<file path="src/rtl/mem_wb_stage.sv">
// MEM/WB pipeline register: aligns and extends load data, registers the four writeback candidates.
// Optional retired-instruction counter enabled by defining MEM_WB_INSTRET_EN.
module mem_wb_stage #(
    parameter int unsigned XLEN      = 32,
    parameter int unsigned RF_ADDR_W = 5
) (
    input  logic                 clk,
    input  logic                 rst,
    input  logic                 stall,
    input  logic                 flush,
    input  logic                 in_valid,
    input  logic [XLEN-1:0]      alu_result,
    input  logic [XLEN-1:0]      mem_rdata,
    input  logic [XLEN-1:0]      pc_plus4,
    input  logic [XLEN-1:0]      imm,
    input  logic [1:0]           wb_sel,
    input  logic [2:0]           funct3,
    input  logic                 is_load,
    input  logic [RF_ADDR_W-1:0] rd,
    input  logic                 reg_write,
    output logic [XLEN-1:0]      wb_alu,
    output logic [XLEN-1:0]      wb_mem,
    output logic [XLEN-1:0]      wb_pc4,
    output logic [XLEN-1:0]      wb_imm,
    output logic [1:0]           wb_sel_q,
    output logic [RF_ADDR_W-1:0] wb_rd,
    output logic                 wb_reg_write,
    output logic                 wb_valid
`ifdef MEM_WB_INSTRET_EN
    ,
    output logic [63:0]          instret
`endif
);

    logic [1:0]           off;
    logic [7:0]           byte_sel;
    logic [15:0]          half_sel;
    logic [XLEN-1:0]      mem_d;
    logic                 rw_d;

    logic [XLEN-1:0]      alu_q;
    logic [XLEN-1:0]      mem_q;
    logic [XLEN-1:0]      pc4_q;
    logic [XLEN-1:0]      imm_q;
    logic [1:0]           sel_q;
    logic [RF_ADDR_W-1:0] rd_q;
    logic                 rw_q;
    logic                 valid_q;

    assign off = alu_result[1:0];

    // Little-endian lane selection; funct3[2] distinguishes zero- from sign-extension.
    always_comb begin
        byte_sel = mem_rdata[{off, 3'b000} +: 8];
        half_sel = off[1] ? mem_rdata[31:16] : mem_rdata[15:0];
        mem_d    = mem_rdata;
        if (is_load) begin
            case (funct3)
                3'b000:  mem_d = {{(XLEN-8){byte_sel[7]}}, byte_sel};
                3'b100:  mem_d = {{(XLEN-8){1'b0}}, byte_sel};
                3'b001:  mem_d = {{(XLEN-16){half_sel[15]}}, half_sel};
                3'b101:  mem_d = {{(XLEN-16){1'b0}}, half_sel};
                default: mem_d = mem_rdata;
            endcase
        end
    end

    assign rw_d = reg_write & in_valid & (rd != '0);

    always_ff @(posedge clk) begin
        if (rst) begin
            alu_q   <= '0;
            mem_q   <= '0;
            pc4_q   <= '0;
            imm_q   <= '0;
            sel_q   <= '0;
            rd_q    <= '0;
            rw_q    <= 1'b0;
            valid_q <= 1'b0;
        end else if (flush) begin
            // Data registers keep their contents; only the qualifiers are killed.
            rw_q    <= 1'b0;
            valid_q <= 1'b0;
        end else if (!stall) begin
            alu_q   <= alu_result;
            mem_q   <= mem_d;
            pc4_q   <= pc_plus4;
            imm_q   <= imm;
            sel_q   <= wb_sel;
            rd_q    <= rd;
            rw_q    <= rw_d;
            valid_q <= in_valid;
        end
    end

    assign wb_alu       = alu_q;
    assign wb_mem       = mem_q;
    assign wb_pc4       = pc4_q;
    assign wb_imm       = imm_q;
    assign wb_sel_q     = sel_q;
    assign wb_rd        = rd_q;
    assign wb_reg_write = rw_q;
    assign wb_valid     = valid_q;

`ifdef MEM_WB_INSTRET_EN
    logic [63:0] instret_q;

    always_ff @(posedge clk) begin
        if (rst) begin
            instret_q <= '0;
        end else if (!flush && !stall && in_valid) begin
            instret_q <= instret_q + 64'd1;
        end
    end

    assign instret = instret_q;
`endif

endmodule

</file>
<file path="config.mk">
export PLATFORM = sky130hd
export DESIGN_NAME = mem_wb_stage
export DESIGN_NICKNAME = d
export VERILOG_FILES = /design/src/rtl/mem_wb_stage.sv
export SDC_FILE = /design/constraint.sdc
export NUM_CORES = 1
export LEC_CHECK = 0
export BUFFER_PORTS_ARGS = -buffer_cell sky130_fd_sc_hd__clkbuf_2
export CORE_UTILIZATION = 46
export CTS_BUF_LIST = sky130_fd_sc_hd__clkbuf_2 sky130_fd_sc_hd__clkbuf_4 sky130_fd_sc_hd__clkbuf_8
export DETAILED_ROUTE_END_ITERATION = 10
export GPL_TIMING_DRIVEN = 1
export PLACE_DENSITY = 0.82
export SLEW_MARGIN = 25
export SYNTH_ARGS = -nofsm -noshare
export SYNTH_HDL_FRONTEND = slang
export SYNTH_SLANG_ARGS = --single-unit
</file>
<file path="constraint.sdc">
create_clock -name clk -period 1.4 [get_ports clk]
set_input_delay 0.07 -clock clk [delete_from_list [all_inputs] [get_ports clk]]
set_output_delay 0.07 -clock clk [all_outputs]
set_load 0.01 [all_outputs]
</file>
==> results.json, run 1 <==
{
  "maxSlewHeadroom_pct": 72.2,
  "worst-path-buf-inv": 3,
  "clk_pin_slew_worst_paths_ps": 80,
  "crit_chain": "dlygate4sd3_1 > clkbuf_2 > nor2_4 > buf_4 > nor2_1 > a211oi_1",
  "nFillCells": 675,
  "power-per-cell-area_nw_per_um2": 1070,
  "p_leak_nw": 3.92,
  "ys_seq_area_share_pct": 51.6,
  "start_kind": "input port",
  "grt_max_degree": 73,
  "worstMarginPinSlew_ps": 417,
  "die_w_um": 109,
  "hp-class": "input port to register",
  "cts.sinks": 137,
  "gp_congestion": 0.887,
  "hold_viol_final": 0,
  "synth.avg_cell_area_um2": 8.11,
  "synth_top_flop_cell": "dfxtp_1",
  "via_count": 6480,
  "cts_setup_buffers": 0,
  "setup_viol": 0,
  "via_per_inst": 5.38,
  "ys_seq_elements": 137,
  "netlist-cell-type-count": 34,
  "core-area_um2": 11000,
  "worstPathRequired_ps": 1720,
  "antenna_found_initial": 1,
  "pre_cts_ws_ps": 17.1,
  "grt_pass1_wl_um": 30500,
  "mostFrequentLayoutCells": "clkbuf_2, nand2_1, dfxtp_1",
  "ant_nets": 0,
  "synthCells": 655,
  "skew_ps": 0,
  "crit_path_end_kind": "register",
  "drt-initial-drc-count": 664,
  "area_growth_pct": 62.7,
  "drt-wirelength-per-cell_um": 17.3,
  "firstDrtPassIters": 5,
  "synth_edf_count": 0,
  "cts_tree": "built",
  "die_area_um2": 12000,
  "max_freq_ghz": 0.717,
  "drc": 0,
  "crit_path_top_delay_cell": "dlygate4sd3_1",
  "layout.nets": 1199,
  "drive_above_1_share_pct": 33.4,
  "final_cell_area_um2": 8640,
  "routed_wl_um": 20800,
  "insertion_delay_ps": 430,
  "cpLargestDelayFamily": "buffers and inverters",
  "dpl.hpwl_um": 11200,
  "pin_count": 282,
  "holdWs_ps": 82.7,
  "power_w": 0.00922,
  "peakVddDrop_mv": 1.10,
  "cp_data_arrival_time_ps": 1720,
  "syn_nets": 800,
  "crit_path_max_incr_delay_ps": 540,
  "netlist_area_um2": 5310,
  "h-tree-depth": 4,
  "post-route-period-util_pct": 99.6,
  "cts-root-buf": "clkbuf_8",
  "dpl_cell_area_um2": 6880,
  "clk_path_buf_depth": 2,
  "fin_ws_ps": 5.10,
  "mostFrequentLayoutCell": "clkbuf_2",
  "ys_async_sr_fraction_pct": 0,
  "worst-setup-path-type": "input port to register",
  "start_util_pct": 48.2,
  "critPathMaxFanout": 19,
  "dieHeight_um": 109,
  "groute.usage.overall_pct": 33.6,
  "ys.warnings.count": 0,
  "cts_buffers": 17,
  "min_period_ps": 1390,
  "grt.overflow.total": 0,
  "drv_cap": 0,
  "drv_slew": 0,
  "outcome": "finished clean",
  "grt_pass1_vias": 6393,
  "std_cell_rows": 38,
  "portBuffers": 281
}
[Yosys cell counts, types with 2 or more instances]
cell,n,share of area [%]
inv_1,2,0.14
a22oi_1,3,0.42
nor2b_1,2,0.24
a21bo_2,4,0.75
o221a_2,3,0.64
o21ai_0,4,0.38
mux2i_1,3,0.57
mux2_2,3,0.64
buf_2,18,1.7
buf_1,8,0.57
a211oi_2,10,2.4
a211oi_1,18,2.5
mux2i_4,3,1.3
nand2b_1,6,0.71
and3_1,4,0.47
nand2_1,233,16
nor2_1,26,1.8
clkbuf_1,21,1.5
dfxtp_1,137,52
nor3_1,7,0.66
o22ai_1,11,1.3
buf_4,3,0.42
a21oi_1,115,11
[state kept, by name (all words and copies together), names as in the netlist]
register,cells
wb_mem,32
wb_sel_q,2
wb_imm,32
wb_rd,5
wb_valid,1
wb_reg_write,1
wb_pc4,32
wb_alu,32
[metrics by stage]
step | util (%) | TNS (ps) | instances
finish | 78.4 | 0 | 1204
global route | 78.4 | -1.64 | 1204
floorplan | - | 0 | 655
detailed placement | 62.3 | 0 | 1040
global placement | 62.3 | 0 | 1040
CTS | 78.2 | 0 | 1203
[kinds of logic after synthesis]
group | synth area share (%)
buffers and inverters | 4.52
AND/OR/NAND/NOR | 21.2
multiplexers | 2.47
AO/OA/AOI/OAI | 20.2
flip-flops | 51.6
[layout make-up]
type	instances	area (um^2)	area share (%)
Timing Repair Buffer	431	2960	34.3
Sequential cell	137	2740	31.7
Multi-Input combinational cell	465	2350	27.2
Clock buffer	25	313	3.62
Tap cell	140	175	2.03
Clock inverter	3	90.1	1.04
Inverter	2	7.51	0.0869
Antenna cell	1	2.50	0.0290
[path summary, 6_finish.rpt]
check	cells past startpoint	to	slack (ps)	startpoint
worst max-delay path	6	wb_mem[16]	5	flush
worst min-delay path	3	wb_mem[7]	80	funct3[0]
worst max register to register	2	wb_mem[8]	550	wb_mem[8]
worst min register to register	2	wb_pc4[29]	450	wb_pc4[29]
[power by group]
group | leakage [nW] | internal (W) | switching (W)
Combinational | 2.59 | 0.000785 | 0.000835
Clock | 0.209 | 0.00197 | 0.00142
Sequential | 1.12 | 0.00410 | 0.000115
[repair_timing]
item,4_1_cts,5_1_grt
gates resized for setup,0,3
endpoints found under the setup margin,0,8
hold buffers,135,0
hold endpoints to repair,133,0
[tightest hold or removal path, cell delays in order]
cell,delay [ps]
clkbuf_2,150
a221oi_1,120
nor3_1,130
[routing by layer]
| layer | vias up | global-route usage [%] | share of wire, % |
|---|---|---|---|
| met3 | 114 | 11.4 | 9.4 |
| met5 | - | 0 | 0 |
| li1 | 2992 | - | - |
| met2 | 417 | 57.6 | 50 |
| met4 | 0 | 22.9 | 5.8 |
| met1 | 2957 | 34.5 | 35 |
(Power assumes the default switching activity.)
==> run 2, diff against run 1 <==
--- a/config.mk
+++ b/config.mk
@@ -5,12 +5,15 @@
 export SDC_FILE = /design/constraint.sdc
 export NUM_CORES = 1
 export LEC_CHECK = 0
+export ABC_AREA = 1
 export BUFFER_PORTS_ARGS = -buffer_cell sky130_fd_sc_hd__clkbuf_2
-export CORE_UTILIZATION = 46
+export CORE_AREA = 2 2 110 112
 export CTS_BUF_LIST = sky130_fd_sc_hd__clkbuf_2 sky130_fd_sc_hd__clkbuf_4 sky130_fd_sc_hd__clkbuf_8
 export DETAILED_ROUTE_END_ITERATION = 10
+export DIE_AREA = 0 0 112 114
 export GPL_TIMING_DRIVEN = 1
-export PLACE_DENSITY = 0.82
+export MAX_ROUTING_LAYER = met4
+export PLACE_DENSITY = 0.83
 export SLEW_MARGIN = 25
 export SYNTH_ARGS = -nofsm -noshare
 export SYNTH_HDL_FRONTEND = slang
==> constraint.sdc (replaced) <==
create_clock -name clk -period 1.7 [get_ports clk]
set_input_delay 0.085 -clock clk [delete_from_list [all_inputs] [get_ports clk]]
set_output_delay 0.085 -clock clk [all_outputs]
set_load 0.01 [all_outputs]
==> run 2 against run 1 <==
Area after synthesis up 3.3%. Utilization down 3.3 points. Synthesized cell count up 16%. Non-clock buffer count down 7. Final cell count up 8.6%. Via count up 5.3%. Clock power down 9.7%. Clock skew unchanged. Combinational power down 14%.
==> results.json, run 2 <==
{
  "outcome": "finished clean",
  "firstDrtPassIters": 5,
  "dp_cells": 1143,
  "ant_nets": 0,
  "drv_slew": 0,
  "r2r-end": "wb_reg_write",
  "yosysTopAreaCell": "dfxtp_1",
  "die_w_um": 112,
  "mostFrequentLayoutCell": "clkbuf_2",
  "rsz0062_at_grt": "false",
  "via_per_inst": 5.22,
  "crit_path_start": "rst",
  "core-area_um2": 11700,
  "ys_async_sr_fraction_pct": 0,
  "critPathMaxFanout": 22,
  "pre_cts_ws_ps": 361,
  "holdCritStartpoint": "mem_rdata[9]",
  "layout.nets": 1293,
  "drive_above_1_share_pct": 30.0,
  "worst-setup-path-type": "input port to register",
  "p_leak_nw": 4.43,
  "groute.usage.overall_pct": 32.7,
  "synth.area.top_cells": "dfxtp_1, nor2_1, o21ai_0",
  "reg2reg_depth": 3,
  "synthCells": 758,
  "worstMarginPinSlew_ps": 333,
  "via_count": 6822,
  "timing.rr.start": "wb_reg_write",
  "grt_pass1_wl_um": 32400,
  "min_period_ps": 1620,
  "syn_nets": 903,
  "power-per-cell-area_nw_per_um2": 911,
  "holdWs_ps": 38.6,
  "antenna_found_initial": 0,
  "synth.avg_cell_area_um2": 7.24,
  "max_freq_ghz": 0.618,
  "grt_pass1_vias": 6497,
  "ys.warnings.count": 0,
  "antennaDiodeCount": 0,
  "holdPathStages": 5,
  "routed_wl_um": 21100,
  "clk_path_buf_depth": 2,
  "crit_path_end_kind": "register",
  "post-route-period-util_pct": 95.2,
  "setup_viol": 0,
  "regToRegSetupSlack_ps": 420,
  "drt-wirelength-per-cell_um": 16.1,
  "cts-root-buf": "clkbuf_8",
  "cts_buffers": 17,
  "std_cell_rows": 40,
  "yosys-top-cells-count": "nor2_1, dfxtp_1, o21ai_0",
  "ys_seq_area_share_pct": 49.9,
  "drc": 0,
  "die_area_um2": 12800,
  "mostFrequentLayoutCells": "clkbuf_2, nor2_1, dfxtp_1",
  "portBuffers": 281,
  "insertion_delay_ps": 430,
  "netlist_area_um2": 5490,
  "final_util_pct": 75.0,
  "netlist-cell-type-count": 21,
  "start_kind": "input port",
  "synth_edf_count": 0,
  "peakVddDrop_mv": 0.687,
  "clk_pin_slew_worst_paths_ps": 70,
  "h-tree-depth": 4,
  "cts_tree": "built",
  "hold_viol_final": 0,
  "synth_top_flop_cell": "dfxtp_1",
  "start_util_pct": 46.9,
  "cp_data_arrival_time_ps": 1990,
  "gp_congestion": 0.913,
  "cts.sinks": 137,
  "dieHeight_um": 114,
  "hp-class": "input port to register",
  "grt.overflow.total": 0,
  "synth_top_area_share_pct": 49.9,
  "grt_max_degree": 82,
  "maxSlewHeadroom_pct": 77.6,
  "hold_path_end": "wb_mem[9]",
  "dpl.hpwl_um": 11600,
  "fin_setup_tns_ps": 0,
  "skew_ps": 0,
  "layoutNonFillerInstCount": 1308,
  "fin_ws_ps": 82.3,
  "drv_cap": 0,
  "ys_seq_elements": 137,
  "pin_count": 282,
  "area_growth_pct": 60.0,
  "nFillCells": 806,
  "worstPathRequired_ps": 2070,
  "drt-initial-drc-count": 773,
  "post-synth-top-count-cell": "nor2_1"
}
-- run 2: how the worst max path moves through the flow --
stage | endpoint | slack, ps | cells past startpoint
2_1_floorplan | wb_mem[21] | 790 | 8
3_3_place_gp | wb_mem[1] | 390 | 9
3_5_place_dp | wb_mem[20] | 360 | 9
4_1_cts | wb_valid | 120 | 6
5_1_grt | wb_mem[16] | 3 | 7
6_report | wb_mem[16] | 80 | 7
-- run 2: critical path, stage by stage --
cell	delay (ps)
dlygate4sd3_1	550
clkbuf_2	190
inv_2	140
buf_4	240
o21ai_0	110
a21oi_1	120
dlygate4sd3_1	560
-- run 2: repair_timing --
action	4_1_cts	5_1_grt
hold buffers	134	0
setup endpoints to repair	0	1
setup buffers	0	0
resized for setup	0	1
hold endpoints to repair	128	0
-- run 2: kinds of logic (layout without fill, tap and decap cells) --
group                  after synthesis  in the layout  synth area share, %
AND/OR/NAND/NOR                    335            335                 23.9
AO/OA/AOI/OAI                      204            204                 19.5
flip-flops                         137            137                 49.9
buffers and inverters               82            485                 6.61
-- run 2: through the flow --
step / instance area (um^2) / power, W
2_1_floorplan: 5490 / 0.00416
6_report: 8790 / 0.00800
5_1_grt: 8790 / 0.00834
3_3_place_gp: 6990 / 0.00467
3_5_place_dp: 6990 / 0.00469
4_1_cts: 8790 / 0.00796
-- run 2: final cells by class --
type                            count  area [um^2]  share of cell area (%)
Clock inverter                     12          198                    2.25
Tap cell                          147          184                    2.09
Inverter                           29          110                    1.25
Multi-Input combinational cell    539         2390                    27.2
Timing Repair Buffer              424         2900                    33.0
Sequential cell                   137         2740                    31.2
Clock buffer                       20          263                    2.99
-- run 2: where the power goes --
group	leakage [nW]	switching (W)	internal (W)
logic	3.07	0.000757	0.000645
registers	1.13	0.000116	0.00342
clock network	0.230	0.00125	0.00181
-- run 2: routing by layer --
layer / GRT usage [%] / part of all wire [%]
met2: 56.1 / 51
met1: 36.7 / 38
met5: - / 0
met3: 6.32 / 7.6
met4: 16.2 / 4.0
